## src/rtl/store_buffer.sv

```systemverilog
// store_buffer: formats committed stores into byte lanes and drains them
// in order to the data-memory port; flags loads hitting a pending word.
// Ports:
//   clk, rst                   clock, async active-high reset
//   st_valid/st_kind/st_paddr  store from the MEM stage
//   st_wdata/st_uncached       store data and port select
//   st_ready                   room for a store this cycle
//   bus_req/bus_addr           head entry presented to memory
//   bus_wrdata/bus_byteenable  head lane data and enables
//   bus_uncached/bus_ack       head port flag, memory accept
//   load_paddr/load_hit        word-address hazard check
//   empty/count                occupancy
module store_buffer #(
  parameter int DEPTH = 4
) (
  input  logic                       clk,
  input  logic                       rst,
  input  logic                       st_valid,
  input  logic [2:0]                 st_kind,
  input  logic [31:0]                st_paddr,
  input  logic [31:0]                st_wdata,
  input  logic                       st_uncached,
  output logic                       st_ready,
  output logic                       bus_req,
  output logic [31:0]                bus_addr,
  output logic [31:0]                bus_wrdata,
  output logic [3:0]                 bus_byteenable,
  output logic                       bus_uncached,
  input  logic                       bus_ack,
  input  logic [31:0]                load_paddr,
  output logic                       load_hit,
  output logic                       empty,
  output logic [$clog2(DEPTH+1)-1:0] count
);

  localparam int PW = $clog2(DEPTH);
  localparam int CW = $clog2(DEPTH+1);

  localparam logic [2:0] K_SB  = 3'd0;
  localparam logic [2:0] K_SH  = 3'd1;
  localparam logic [2:0] K_SWL = 3'd3;
  localparam logic [2:0] K_SWR = 3'd4;

  logic [29:0]   addr_q [DEPTH];
  logic [31:0]   data_q [DEPTH];
  logic [3:0]    be_q   [DEPTH];
  logic          unc_q  [DEPTH];
  logic          vld_q  [DEPTH];

  logic [PW-1:0] rptr_q, rptr_d;
  logic [PW-1:0] wptr_q, wptr_d;
  logic [CW-1:0] count_q, count_d;

  logic [1:0]    off;
  logic [3:0]    fmt_be;
  logic [31:0]   fmt_data;
  logic          push, pop;
  logic          unused_ok;

  assign unused_ok = ^load_paddr[1:0];

  // Lane formatting of the incoming store.
  assign off = st_paddr[1:0];

  always_comb begin
    fmt_be   = 4'b1111;
    fmt_data = st_wdata;
    unique case (st_kind)
      K_SB: begin
        fmt_be   = 4'b0001 << off;
        fmt_data = {4{st_wdata[7:0]}};
      end
      K_SH: begin
        fmt_be   = off[1] ? 4'b1100 : 4'b0011;
        fmt_data = {2{st_wdata[15:0]}};
      end
      K_SWL: begin
        // (2 << off) - 1 wraps to 1111 at off=3
        fmt_be   = (4'b0010 << off) - 4'b0001;
        fmt_data = st_wdata >> {~off, 3'b000};
      end
      K_SWR: begin
        fmt_be   = 4'b1111 << off;
        fmt_data = st_wdata << {off, 3'b000};
      end
      default: begin
        fmt_be   = 4'b1111;
        fmt_data = st_wdata;
      end
    endcase
  end

  // Occupancy and handshakes come from registered state only.
  assign empty    = (count_q == '0);
  assign count    = count_q;
  assign st_ready = (count_q < CW'(DEPTH));
  assign bus_req  = !empty;
  assign push     = st_valid && st_ready;
  assign pop      = bus_req && bus_ack;

  assign bus_addr       = empty ? '0 : {addr_q[rptr_q], 2'b00};
  assign bus_wrdata     = empty ? '0 : data_q[rptr_q];
  assign bus_byteenable = empty ? '0 : be_q[rptr_q];
  assign bus_uncached   = empty ? 1'b0 : unc_q[rptr_q];

  always_comb begin
    rptr_d  = pop  ? rptr_q + PW'(1) : rptr_q;
    wptr_d  = push ? wptr_q + PW'(1) : wptr_q;
    count_d = count_q;
    unique case ({push, pop})
      2'b10:   count_d = count_q + CW'(1);
      2'b01:   count_d = count_q - CW'(1);
      default: count_d = count_q;
    endcase
  end

  // A store pushed this cycle is not yet in vld_q, so it never hits.
  always_comb begin
    load_hit = 1'b0;
    for (int i = 0; i < DEPTH; i++) begin
      if (vld_q[i] && (addr_q[i] == load_paddr[31:2])) begin
        load_hit = 1'b1;
      end
    end
  end

  always_ff @(posedge clk or posedge rst) begin
    if (rst) begin
      rptr_q  <= '0;
      wptr_q  <= '0;
      count_q <= '0;
      for (int i = 0; i < DEPTH; i++) begin
        vld_q[i]  <= 1'b0;
        addr_q[i] <= '0;
        data_q[i] <= '0;
        be_q[i]   <= '0;
        unc_q[i]  <= 1'b0;
      end
    end else begin
      rptr_q  <= rptr_d;
      wptr_q  <= wptr_d;
      count_q <= count_d;
      // push and pop can never address the same slot
      if (pop) begin
        vld_q[rptr_q] <= 1'b0;
      end
      if (push) begin
        vld_q[wptr_q]  <= 1'b1;
        addr_q[wptr_q] <= st_paddr[31:2];
        data_q[wptr_q] <= fmt_data;
        be_q[wptr_q]   <= fmt_be;
        unc_q[wptr_q]  <= st_uncached;
      end
    end
  end

endmodule

```

## config.mk

```make
export PLATFORM = sky130hd
export DESIGN_NAME = store_buffer
export DESIGN_NICKNAME = d
export VERILOG_FILES = /design/src/rtl/store_buffer.sv
export SDC_FILE = /design/constraint.sdc
export NUM_CORES = 1
export LEC_CHECK = 0
export CAP_MARGIN = 20
export CORE_MARGIN = 3
export CORE_UTILIZATION = 37
export CTS_CLUSTER_DIAMETER = 120
export DETAILED_ROUTE_END_ITERATION = 8
export RECOVER_POWER = 25
export SLEW_MARGIN = 20
export SYNTH_ARGS = -nofsm -noshare
export SYNTH_HDL_FRONTEND = slang
export SYNTH_SLANG_ARGS = --single-unit
```

## constraint.sdc

```tcl
create_clock -name clk -period 12.4 [get_ports clk]
set_input_delay 3.72 -clock clk [delete_from_list [all_inputs] [get_ports clk]]
set_output_delay 3.72 -clock clk [all_outputs]
set_load 0.05 [all_outputs]
```

After elaboration in Yosys (flattened, before gate mapping)
Index checks and enable logic that the tools add are counted.
{ "op_classes": {"n_eq_ne": 9, "n_shift": 5, "n_reduce_logical": 12, "n_mux": 40, "bitwise": 6, "magnitude_cmp": 5, "addsub": 5} }
{ "op_table": {"columns": ["cell", "n"], "rows": [
  ["$mux W32", 5],
  ["$bwmux W128", 1],
  ["$pmux W32 S4", 1],
  ["$bwmux W120", 1],
  ["$eq A30 B30 Y1", 4],
  ["$mux W30", 3],
  ["$bmux W32 S2", 1],
  ["$demux W32 S2", 1],
  ["$bmux W30 S2", 1],
  ["$demux W30 S2", 1],
  ["$shl A32 B5 Y32", 1],
  ["$shr A32 B5 Y32", 1],
  ["$mux W4", 7],
  ["$bwmux W16", 1],
  ["$pmux W4 S4", 1],
  ["$mux W1", 9],
  ["$bmux W4 S2", 1],
  ["$demux W4 S2", 1],
  ["$logic_and A1 B1 Y1", 8],
  ["$ge A3 B3 Y1 const B", 2],
  ["$logic_not A3 Y1", 2],
  ["$lt A3 B1 Y1 const B", 2],
  ["$not A2 Y3", 2],
  ["$pmux W3 S2", 1],
  ["other kinds (22)", 24]
]} }
{ "totals": {"regBits": 279, "inputBits": 104, "word_cells": 105} }

Longest topological paths before layout
{ "depth": {"depth_word": 10, "depth_mapped": 10, "ltp_nobuf": 8} }

Worst setup path after synthesis
Ideal clock, no wire load.
{ "synth_timing": {"path_kind": "input-to-output", "startpoint": "input port load_paddr[3]", "endpoint": "output port load_hit", "n_path_buf": 1, "setup_slack_ps": 3731, "t_required_ps": 8680, "arrival_ps": 4949, "cell_stages": 6, "path_cell_list": "clkbuf_1 xnor2_1 nand4_1 nor4_1 nand4_1 nand4_1"} }
{ "synth_via": {"elab_chain_cells": 6, "elab_cells_between_ends": 12} }
{ "synth_rtl": {"columns": ["element", "line", "text"], "rows": [
  ["from (decl)", "30", "input logic [31:0] load_paddr,"],
  ["$eq A30 B30 Y1", "121", "if (vld_q[i] && (addr_q[i] == load_paddr[31:2])) begin"],
  ["$logic_and A1 B1 Y1", "121", null],
  ["$mux W1 (3 in series)", "121", null],
  ["$mux W1 *", "121", null],
  ["to (decl)", "31", "output logic load_hit,"]
]} }
Mark *: on every way between the ends. The rest lies on a longest branch, timed or not.

Final worst setup path
{ "layout_timing": {"startpoint": "input port load_paddr[19]", "endpoint": "output port load_hit"} }
The elaborated chain is that of the path after synthesis.

==> impl_metrics.env <==
export IMPL_synth_area_per_cell_um2=11.32
export IMPL_grt_pass1_vias=11354
export IMPL_core_area_um2=40010
export IMPL_internal_power_mw=3.184
export IMPL_io_pin_count=180
export IMPL_first_pass_iters=6
export IMPL_start_kind="primary input"
export IMPL_via_per_inst=5.390
export IMPL_power_density_nw_per_um2=302.6
export IMPL_antenna_found_initial=0
export IMPL_rows=73
export IMPL_overflow=0
export IMPL_drive_above_1_share_pct=20.67
export IMPL_drt_iter0_drc=781
export IMPL_grt_max_degree=145
export IMPL_synth_seq_cells=279
export IMPL_maxCapViolCount=6
export IMPL_slew_headroom_pct=-185.6
export IMPL_regToRegSetupSlack_ns=9.05
export IMPL_area_growth_pct=20.76
export IMPL_netlist_instances=1335
export IMPL_grt_pass1_wl_mm=66.77
export IMPL_numCtsBuffers=31
export IMPL_violations="capacitance limit, slew limit"
export IMPL_worst_pin_slew_ns=4.285
export IMPL_wl_per_cell_um=21.14
export IMPL_netlist_area_um2=15110
export IMPL_switchingPower_mw=2.336
export IMPL_clock_power_share_pct=17.7
export IMPL_clkTransAtPathRegs_ns=0.06
export IMPL_synth_flop_cell="dfrtp_1"
export IMPL_power_leakage_nw=7.456
export IMPL_cts_root_buffer="clkbuf_16"
export IMPL_hold_path_class="reg -> reg"
export IMPL_htree_levels=1
export IMPL_die_w_um=208.1
export IMPL_hold_slack_ns=0.4758
export IMPL_final_common_cell="dfrtp_1"
export IMPL_power_frac_seq_pct=30.9
export IMPL_finalWirelength_mm=42.20
export IMPL_vias=10759
export IMPL_fmax_ghz=0.09880
export IMPL_die_h_um=208.1
export IMPL_cp_arrival_ns=6.40
export IMPL_hold_violations=0
export IMPL_io_buffers=175
export IMPL_mostFrequentLayoutCells="277 x dfrtp_1, 181 x nand2_1, 172 x clkdlybuf4s50_1"
export IMPL_seq_area_frac_synth_pct=46.21
export IMPL_finalMaxSlewViolations=283
export IMPL_end_kind="output port"
export IMPL_post_cts_buffers=0
export IMPL_die_area_um2=43300
export IMPL_ys_types=46
export IMPL_hold_buffers=0
export IMPL_min_period_ns=10.12
export IMPL_crit_type="in -> out"
export IMPL_drc_errors=0
export IMPL_clockBufferDepth=3
export IMPL_initial_core_util_pct=37.77
export IMPL_rsz0062_at_grt="no"
export IMPL_comb_power_share_pct=51.4
export IMPL_ir_drop_mv=0.1982
export IMPL_final_util_pct=45.61
export IMPL_worst_ep_required_time_ns=8.68
export IMPL_min_period_over_period_pct=81.63
export IMPL_async_flop_share_pct=100.0
export IMPL_grt_total_usage_pct=19.36
export IMPL_diodes=0
export IMPL_fin_setup_tns_ns=0
export IMPL_nNetsFinal=1561
export IMPL_ant_nets=0
export IMPL_ys_warn_count=0
export IMPL_cts_resized=0
export IMPL_status="finished, violations left"
export IMPL_placed_cells=1938
export IMPL_numClockSinks=279
export IMPL_place_congestion=0.8658
export IMPL_swShare_pct=42.32
export IMPL_clk_latency_ns=0.58
export IMPL_setup_violations_final=0
export IMPL_synth_edf_count=0
export IMPL_instances_no_fill=1996
export IMPL_place_hpwl_mm=28.06
export IMPL_cp_max_fo=4
export IMPL_cts_tree="yes"
export IMPL_fin_worst_skew_ns=0.02208
worst paths after layout:
| path | start | end | cells past startpoint |
|---|---|---|---|
| min in group asynchronous | rst | count[1]$_DFFE_PP0P_ | 2 |
| worst min register to register | data_q[44]$_DFFE_PP0P_ | data_q[44]$_DFFE_PP0P_ | 2 |
| worst max register to register | count[2]$_DFFE_PP0P_ | data_q[60]$_DFFE_PP0P_ | 5 |
| max in group asynchronous | rst | rptr_q[1]$_DFFE_PP0P_ | 4 |
| worst max-delay path | load_paddr[19] | load_hit | 7 |
| worst min-delay path | data_q[44]$_DFFE_PP0P_ | data_q[44]$_DFFE_PP0P_ | 2 |
cell usage after synthesis, types with 2 or more instances:
cell	number	area share, %
dfrtp_1	279	46
nand2_1	181	4.5
mux2_2	152	11
o21ai_0	151	5.0
xnor2_1	80	4.6
and2_1	70	2.9
clkbuf_1	67	1.7
mux4_2	67	10
xor2_1	45	2.6
nand4_1	25	1.0
buf_2	20	0.66
nor2b_1	18	0.75
buf_1	16	0.40
nor4_1	16	0.66
a222oi_1	15	0.99
inv_1	15	0.37
a21oi_1	14	0.46
o31ai_1	10	0.50
a22oi_1	9	0.45
ha_1	9	0.75
o32ai_1	9	0.52
a21boi_2	8	0.60
o21ai_1	8	0.26
a221oi_1	7	0.41
o211ai_1	6	0.30
buf_4	4	0.20
nor2_1	4	0.099
mux2i_1	3	0.20
nand2b_1	3	0.12
nand3_1	3	0.099
buf_6	2	0.15
nand3b_1	2	0.099
o21ai_2	2	0.12
o22ai_1	2	0.083
or2_2	2	0.083
state kept, by name (all words and copies together) (netlist names):
register,count
addr_q,120
vld_q,4
unc_q,4
wptr_q,2
be_q,16
data_q,128
rptr_q,2
count,3
power groups by stage:
| stage | clock network, mW | logic, mW | registers [mW] |
|---|---|---|---|
| global route | 1.03 | 3.03 | 1.77 |
| finish | 0.975 | 2.84 | 1.71 |
| floorplan | 0 | 2.09 | 1.59 |
| detailed placement | 0 | 2.88 | 1.72 |
| CTS | 1.00 | 2.89 | 1.71 |
| global placement | 0 | 2.85 | 1.70 |
layer usage:
metal	GRT usage, %	up-vias	routed length, um
li1	-	4996	-
met1	26.50	5345	18200
met2	32.10	355	20220
met3	3.121	63	2528
met4	5.371	0	1253
met5	0	-	0
metrics by stage:
stage	setup slack, ns	power (mW)	instance area (um2)
after floorplan	0.9862	3.676	15110
after global placement	2.265	4.544	17190
after detailed placement	2.274	4.597	17190
after CTS	2.261	5.596	18280
after global routing	1.474	5.840	18250
final	2.278	5.520	18250
kinds of logic (layout without fill, tap and decap cells):
family / after synthesis / in the layout / share of synthesized area [%]
DFF: 279 / 279 / 46.21
and+or+nand+nor: 328 / 328 / 10.62
muxes: 223 / 223 / 21.69
xor gates and xnor gates: 125 / 125 / 7.246
AOI/OAI and AO/OA: 244 / 244 / 9.854
buffers and inverters: 125 / 260 / 3.478
other: 1 / 2 / 0.02482
adders and majority gates: 10 / 10 / 0.8778
area by class of cell:
type                       count  area (um2)
clock buffer                  39       855.8
clock inverter                18       234.0
fill                        3764       21760
inverter                      15       57.56
multi-input combinational    932        7607
sequential                   279        6989
tap                          525       656.9
timing repair buffer         188        1846
worst max-delay path: stages:
cell and delay [ns]:
clkdlybuf4s50_1 0.53, xnor2_1 0.44, nand4_1 0.27, nor4_1 0.35, nand4_1 0.12, nand4_1 0.14, clkdlybuf4s50_1 0.82
Note: power is estimated with default switching activity, not from simulation.
